[src/rtl/sequencer_pkg.sv]
// Shared definitions for the sequence serializer: FSM state encoding and
// a sizing helper for the bit counter.
package sequencer_pkg;

    // Serializer FSM states; one SETUP/CLK_HI pair per shifted bit.
    typedef enum logic [1:0] {
        ST_IDLE   = 2'd0,
        ST_SETUP  = 2'd1,
        ST_CLK_HI = 2'd2,
        ST_LATCH  = 2'd3
    } ser_state_e;

    // Bit counter width: enough to index a word, never narrower than one bit.
    function automatic int cnt_width(input int word_size);
        return (word_size > 1) ? $clog2(word_size) : 1;
    endfunction

endpackage

[src/rtl/sequence_serializer.sv]
// Sequence serializer: captures a word from an upstream sequencer running in
// another clock domain and shifts it out to an external shift register as a
// data/shift-clock/latch triple. A word is only sent once it has been seen
// unchanged for a cycle, and only when it differs from the last word sent
// (or a forced retransmission / the first frame after reset is pending).
// force_frame is the forced-retransmission request; sequence_word is the
// upstream word.
module sequence_serializer
    import sequencer_pkg::*;
#(
    parameter int WORD_SIZE = 8,
    parameter bit MSB_FIRST = 1'b1
) (
    input  logic                 slow_clock,
    input  logic                 reset,
    input  logic                 enable,
    input  logic                 force_frame,
    input  logic [WORD_SIZE-1:0] sequence_word,
    output logic                 ser_data,
    output logic                 ser_clk,
    output logic                 ser_latch,
    output logic                 busy,
    output logic                 frame_done
);

    localparam int               CNT_W    = cnt_width(WORD_SIZE);
    localparam logic [CNT_W-1:0] LAST_CNT = CNT_W'(WORD_SIZE - 1);
    localparam logic [CNT_W-1:0] ZERO_CNT = {CNT_W{1'b0}};

    ser_state_e           state_r;
    logic [WORD_SIZE-1:0] seq_s;
    logic [WORD_SIZE-1:0] shadow_r;
    logic [WORD_SIZE-1:0] last_sent_r;
    logic [CNT_W-1:0]     bit_cnt_r;
    logic                 first_pending_r;

    logic                 stable_s;
    logic                 start_s;
    logic [CNT_W-1:0]     next_cnt_s;

    // Map the frame position onto the word bit to shift (shift order select).
    function automatic logic [CNT_W-1:0] bit_index(input logic [CNT_W-1:0] cnt);
        if (MSB_FIRST) begin
            bit_index = LAST_CNT - cnt;
        end else begin
            bit_index = cnt;
        end
    endfunction

    // The word is trusted only when it matches last cycle's sample, so a
    // word still settling from the other domain never starts a frame.
    assign stable_s   = (sequence_word == seq_s);
    assign start_s    = enable && stable_s &&
                        (force_frame || (seq_s != last_sent_r) || first_pending_r);
    assign next_cnt_s = bit_cnt_r + CNT_W'(1);

    // Sample the upstream word every cycle for the stability comparison.
    always_ff @(posedge slow_clock or posedge reset) begin
        if (reset) begin
            seq_s <= {WORD_SIZE{1'b0}};
        end else begin
            seq_s <= sequence_word;
        end
    end

    // Frame FSM; outputs are registered alongside the state they belong to.
    always_ff @(posedge slow_clock or posedge reset) begin
        if (reset) begin
            state_r         <= ST_IDLE;
            shadow_r        <= {WORD_SIZE{1'b0}};
            last_sent_r     <= {WORD_SIZE{1'b0}};
            bit_cnt_r       <= ZERO_CNT;
            first_pending_r <= 1'b1;
            ser_data        <= 1'b0;
            ser_clk         <= 1'b0;
            ser_latch       <= 1'b0;
            busy            <= 1'b0;
            frame_done      <= 1'b0;
        end else begin
            case (state_r)
                ST_IDLE: begin
                    ser_clk    <= 1'b0;
                    ser_latch  <= 1'b0;
                    frame_done <= 1'b0;
                    if (start_s) begin
                        state_r         <= ST_SETUP;
                        shadow_r        <= seq_s;
                        last_sent_r     <= seq_s;
                        bit_cnt_r       <= ZERO_CNT;
                        first_pending_r <= 1'b0;
                        // shadow_r is loaded this same edge, so take bit 0 from seq_s.
                        ser_data        <= seq_s[bit_index(ZERO_CNT)];
                        busy            <= 1'b1;
                    end else begin
                        state_r <= ST_IDLE;
                        busy    <= 1'b0;
                    end
                end
                ST_SETUP: begin
                    state_r <= ST_CLK_HI;
                    ser_clk <= 1'b1;
                    busy    <= 1'b1;
                end
                ST_CLK_HI: begin
                    ser_clk <= 1'b0;
                    busy    <= 1'b1;
                    if (bit_cnt_r == LAST_CNT) begin
                        state_r    <= ST_LATCH;
                        ser_latch  <= 1'b1;
                        frame_done <= 1'b1;
                    end else begin
                        state_r   <= ST_SETUP;
                        bit_cnt_r <= next_cnt_s;
                        ser_data  <= shadow_r[bit_index(next_cnt_s)];
                    end
                end
                ST_LATCH: begin
                    state_r    <= ST_IDLE;
                    ser_clk    <= 1'b0;
                    ser_latch  <= 1'b0;
                    frame_done <= 1'b0;
                    busy       <= 1'b0;
                end
                default: begin
                    state_r    <= ST_IDLE;
                    ser_clk    <= 1'b0;
                    ser_latch  <= 1'b0;
                    frame_done <= 1'b0;
                    busy       <= 1'b0;
                end
            endcase
        end
    end

endmodule

[config.mk]
export PLATFORM = sky130hd
export DESIGN_NAME = sequence_serializer
export DESIGN_NICKNAME = d
export VERILOG_FILES = /design/src/rtl/sequencer_pkg.sv /design/src/rtl/sequence_serializer.sv
export SDC_FILE = /design/constraint.sdc
export NUM_CORES = 1
export LEC_CHECK = 0
export CORE_MARGIN = 1.5
export CORE_UTILIZATION = 30
export CTS_BUF_LIST = sky130_fd_sc_hd__clkbuf_16
export CTS_CLUSTER_SIZE = 14
export DETAILED_ROUTE_END_ITERATION = 8
export SYNTH_ARGS = -nofsm -noshare
export SYNTH_HDL_FRONTEND = slang
export SYNTH_SLANG_ARGS = --single-unit
[constraint.sdc]
create_clock -name slow_clock -period 2.5 [get_ports slow_clock]
set_input_delay 0.5 -clock slow_clock [delete_from_list [all_inputs] [get_ports slow_clock]]
set_output_delay 0.5 -clock slow_clock [all_outputs]
set_load 0.05 [all_outputs]
* Yosys cells after proc, flatten, opt, wreduce, memory -nomap -nowiden
Index checks and enable logic that the tools add are counted.
** Word-level totals
- Flip-flop bits (word level) :: 26
- Latch bits :: 0
- Bits in writable memories :: 0
- ROM bits :: 0
- Input port bits :: 12
- Output and inout bits :: 5
- Logic and storage cells :: 52
- Memories :: 0
** Cells by class
- Add/subtract/negate cells :: 2
- $mul :: 0
- Divide/modulo/power cells :: 0
- Magnitude comparators :: 1
- Equality and inequality tests :: 9
- Shifts and indexed selects :: 0
- Muxes and demuxes :: 18
- Bitwise gates (word level) :: 0
- Reductions and logical operators :: 13
** Operators with widths (count)
- 3-bit two-way mux :: 4
- 8-bit equality test :: 1
- 8-bit inequality test :: 1
- 2-bit one-hot mux with 4 select lines :: 1
- 1-bit two-way mux :: 6
- 2-bit inequality test, second input constant :: 3
- 1-bit one-hot mux with 2 select lines :: 3
- 3-bit one-hot mux with 2 select lines :: 1
- 2-bit equality test, second input constant :: 2
- 3-bit by 4-bit < comparator with 1-bit output, second input constant :: 1
- 2-bit AND reduction :: 2
- 2-bit nonzero test :: 2
- 2-bit OR reduction :: 2
- 3-bit by 1-bit adder with 3-bit output, second input constant :: 1
- 1-bit binary-select mux with 3-bit select :: 1
- 3-bit equality test, second input constant :: 1
- 1-bit one-hot mux with 3 select lines :: 1
- 3-bit AND reduction :: 1
- 3-bit OR reduction :: 1
- 3-bit subtractor, first input constant :: 1
- 2-bit by 1-bit equality test with 1-bit output, second input constant :: 1
- 1-bit logical AND :: 2
- 2-bit zero test :: 1
- 1-bit logical OR :: 2
- 2-bit two-way mux :: 1

* Depth between registers and ports, before layout
- Depth after elaboration :: 8
- Depth in mapped cells :: 7
- Mapped depth without buffers :: 7

* Worst setup path after synthesis
No wires, ideal clock.
- Path type :: reg-to-reg
- Start :: register seq_s[7]
- End :: register ser_data
- Library setup time :: 0.125 ns
- Arrival :: 1.904 ns
- Setup slack :: 0.471 ns
- Stages on the path, launching flop included :: 7
- Buffers on the path :: 0
- Period minus slack after synthesis :: 2.029 ns
- Cells stage by stage :: dfrtp_1 xnor2_1 nand3_1 or4_4 o211ai_4 o22ai_4 mux2_4
** On the way
- Longest elaborated chain between the ends :: 6
- Elaborated cells on any way between the ends :: 10
- Classes of those cells :: 3 x eq/ne; 2 x mux; 5 x reduce/logical
** RTL lines
- start: declaration :: line sequence_serializer.sv:31 : logic [WORD_SIZE-1:0] seq_s;
- start signal: assignment :: line sequence_serializer.sv:60 : seq_s <= {WORD_SIZE{1'b0}};
- start signal: assignment :: line sequence_serializer.sv:62 : seq_s <= sequence_word;
- 8-bit inequality test :: line sequence_serializer.sv:54 : (force_frame || (seq_s != last_sent_r) || first_pending_r);
- 1-bit logical OR (2 in a row) :: line sequence_serializer.sv:54
- 1-bit logical AND :: line sequence_serializer.sv:53 : assign start_s = enable && stable_s &&
- 2-bit inequality test (no source line)
- 3-bit AND reduction (no source line)
- end signal: assignment :: line sequence_serializer.sv:92 : ser_data <= seq_s[bit_index(ZERO_CNT)];
- end signal: assignment :: line sequence_serializer.sv:114 : ser_data <= shadow_r[bit_index(next_cnt_s)];
- end: declaration :: line sequence_serializer.sv:19 : output logic ser_data,
Several ways; a longest one is shown, not always the timed one. The select of a mux whose other input is x is not followed.
A chain may end at the register's enable or synchronous reset.

* Worst setup path after layout
- Start :: input port sequence_word[2]
- End :: register ser_data
** On the way
- Longest elaborated chain between the ends :: 5
** RTL lines
- start: declaration :: line sequence_serializer.sv:18 : input logic [WORD_SIZE-1:0] sequence_word,
- 8-bit equality test :: line sequence_serializer.sv:52 : assign stable_s = (sequence_word == seq_s);
- 1-bit logical AND (2 in a row) :: line sequence_serializer.sv:53
- 2-bit inequality test (no source line)
- 3-bit AND reduction (no source line)
Every way passes these cells.

==> reports/metrics.yaml <==
status: "finished, final reports clean"
cts.sinks: 26
skew_ns: 0.00200
post-dp-hpwl_um: 1850
rows: 23
worst_slack_ns: 0.331
antenna_found_initial: 0
grt_pass1_wl_um: 4250
hold_viol: 0
drt_iter0_drc: 33
grt_pass1_vias: 958
syn_to_final_growth_pct: 26.6
cts.clk_slew.worst_paths_ns: 0.06
initial_utilization_pct: 31.9
finalSetupTns_ns: 0
yosysWarnings: 0
slew_viol_final: 0
clkLatencyLatePin_ns: 0.26
grt-ovfl-total: 0
drive_above_1_share_pct: 17.9
ys.flop_type: "dfrtp_1"
cts_setup_buffers: 0
cp_max_fo: 2
timing.final.crit_share_pct: 86.8
cts_resized: 0
avgRoutedWirePerCell_um: 12.9
powerDensity_nw_per_um2: 680
async_flop_share_pct: 100
rsz0062_at_grt: "false"
grt.total_usage_pct: 12.3
via_per_inst: 4.73
drv_cap: 0
yosysTopAreaCell: "dfrtp_1"
tritoncts: "done"
ys_seq_area_share_pct: 50.0
ios: 17
design_area_um2: 1650
arrival_ns: 2.31
top_layer: "met4"
die_w_um: 69.0
syn_area_um2: 1310
met2_wirelength_um: 1170
worstMarginPinSlew_ns: 0.496
synth_cell_types: 28
met3_length_um: 96
max_freq_mhz: 461
synth_cells: 112
nNetsFinal: 152
synth_edf_count: 0
syn_nets: 129
postCtsHoldBufs: 0
placed_area_um2: 1550
ys_ff_latch: 26
r2r_slack_ns: 0.38
die_h_um: 69.0
leakage_nw: 0.707
dp_slack_ns: 0.0479
slew_headroom_pct: 66.8
crit_type: "input pin to flop"
place.gp.congestion: 0.807
setup_violations: 0
synth_top_cell_area_share_pct: 47.9
avgSynthCellArea_um2: 11.7
grt_max_degree: 16
start_kind: "input pin"
cts_root_buf: "clkbuf_16"
die_area_um2: 4750
end_kind: "flop"
firstDrtPassIters: 4
insertedDiodeCount: 0
drcViolationCount: 0
critical_path_required_ns: 2.64
cts_made_buffers: 3
core_area_um2: 4090
ir_drop_v: 0.000424
synthTopCellsByArea: "dfrtp_1 48%, xnor2_1 8.7%, mux2_2 6.9%"
clock_path_buffers: 2
fin_crit_ns: 2.17
portBuffers: 16
h-tree-depth: 1
yosys-top-cells-count: "25 x dfrtp_1, 13 x xnor2_1, 12 x inv_1, 9 x o21ai_0, 8 x mux2_2"
wirelength_um: 2380
hold_class: "flop to flop"
yosysMostFrequentCell: "dfrtp_1"
drtAntennaViolNets: 0
m1WireLength_um: 1100
vias: 870
-- critical path, cell delays in order --
cell and delay [ns]:
clkdlybuf4s50_1 0.45, xnor2_1 0.25, nand4_1 0.12, nor3_1 0.23
buf_4 0.16, o211ai_4 0.08, o22ai_4 0.21, mux2_4 0.31
-- area by class of cell --
type	count	area (um2)
clock buffers	3	75.1
clock inverters	1	30.0
fillers	389	2430
inverters	12	45.0
multi-input cells	72	597
flip-flops and latches	26	652
well taps	50	62.6
repair buffers	20	190
-- placed cells by master, fill, tap and decap left out, drive strengths merged, types with 3 or more instances in the layout --
| cell | netlist | layout |
|---|---|---|
| mux2 | 9 | 9 |
| nand4 | 3 | 3 |
| dfrtp | 25 | 25 |
| buf | 1 | 4 |
| nand3 | 4 | 4 |
| nand2 | 7 | 7 |
| inv | 12 | 12 |
| xnor2 | 13 | 13 |
| clkdlybuf4s50 | 0 | 16 |
| mux2i | 6 | 6 |
| clkbuf | 1 | 3 |
| ha | 5 | 5 |
| o21ai | 9 | 9 |
-- sequential cells by signal (all words and copies together) (netlist names) --
signal / flops
last_sent_r: 8
first_pending_r: 1
seq_s: 8
ser_clk: 1
bit_cnt_r: 3
busy: 1
ser_data: 1
state_r: 2
frame_done: 1
-- cell families after synthesis --
kind of cell / Yosys count / share of synthesized area [%]
XOR/XNOR: 13 / 8.72
AND/OR/NAND/NOR: 22 / 8.82
flip-flops: 26 / 50.0
adder cells (fa/ha/maj): 5 / 4.79
multiplexers: 16 / 14.4
AO/OA/AOI/OAI: 16 / 9.01
buffers and inverters: 14 / 4.31
-- metrics by stage --
stage	utilization (%)	hold WS, ns	power (W)	cells
floorplan	-	0.483	0.000612	112
global route	40.4	0.530	0.00118	184
detailed placement	37.8	0.511	0.000671	180
CTS	40.4	0.526	0.00113	184
global placement	37.8	0.501	0.000666	180
finish	40.4	0.523	0.00112	184
-- final timing paths --
path,from,to,cells after the start
max,sequence_word[2],ser_data$_DFFE_PP0P_,8
min in group asynchronous,reset,last_sent_r[5]$_DFFE_PP0P_,2
max reg2reg,seq_s[7]$_DFF_PP0_,last_sent_r[2]$_DFFE_PP0P_,6
max in group asynchronous,reset,bit_cnt_r[1]$_DFFE_PP0P_,3
min,ser_data$_DFFE_PP0P_,ser_data$_DFFE_PP0P_,1
min reg2reg,ser_data$_DFFE_PP0P_,ser_data$_DFFE_PP0P_,1
-- per-layer routing --
layer	vias to the layer above	GRT usage [%]
met2	19	21.0
met3	2	3.90
li1	426	-
met1	423	15.1
met5	-	0
met4	0	2.70
-- power breakdown --
group          switching, W  internal (W)  leakage, nW  total [W]
clock              0.000144      0.000318       0.0511   0.000462
sequential        0.0000327      0.000450        0.326   0.000482
combinational     0.0000814     0.0000974        0.330   0.000179
total              0.000258      0.000865        0.707    0.00112
Note: power is estimated with default switching activity, not from simulation.
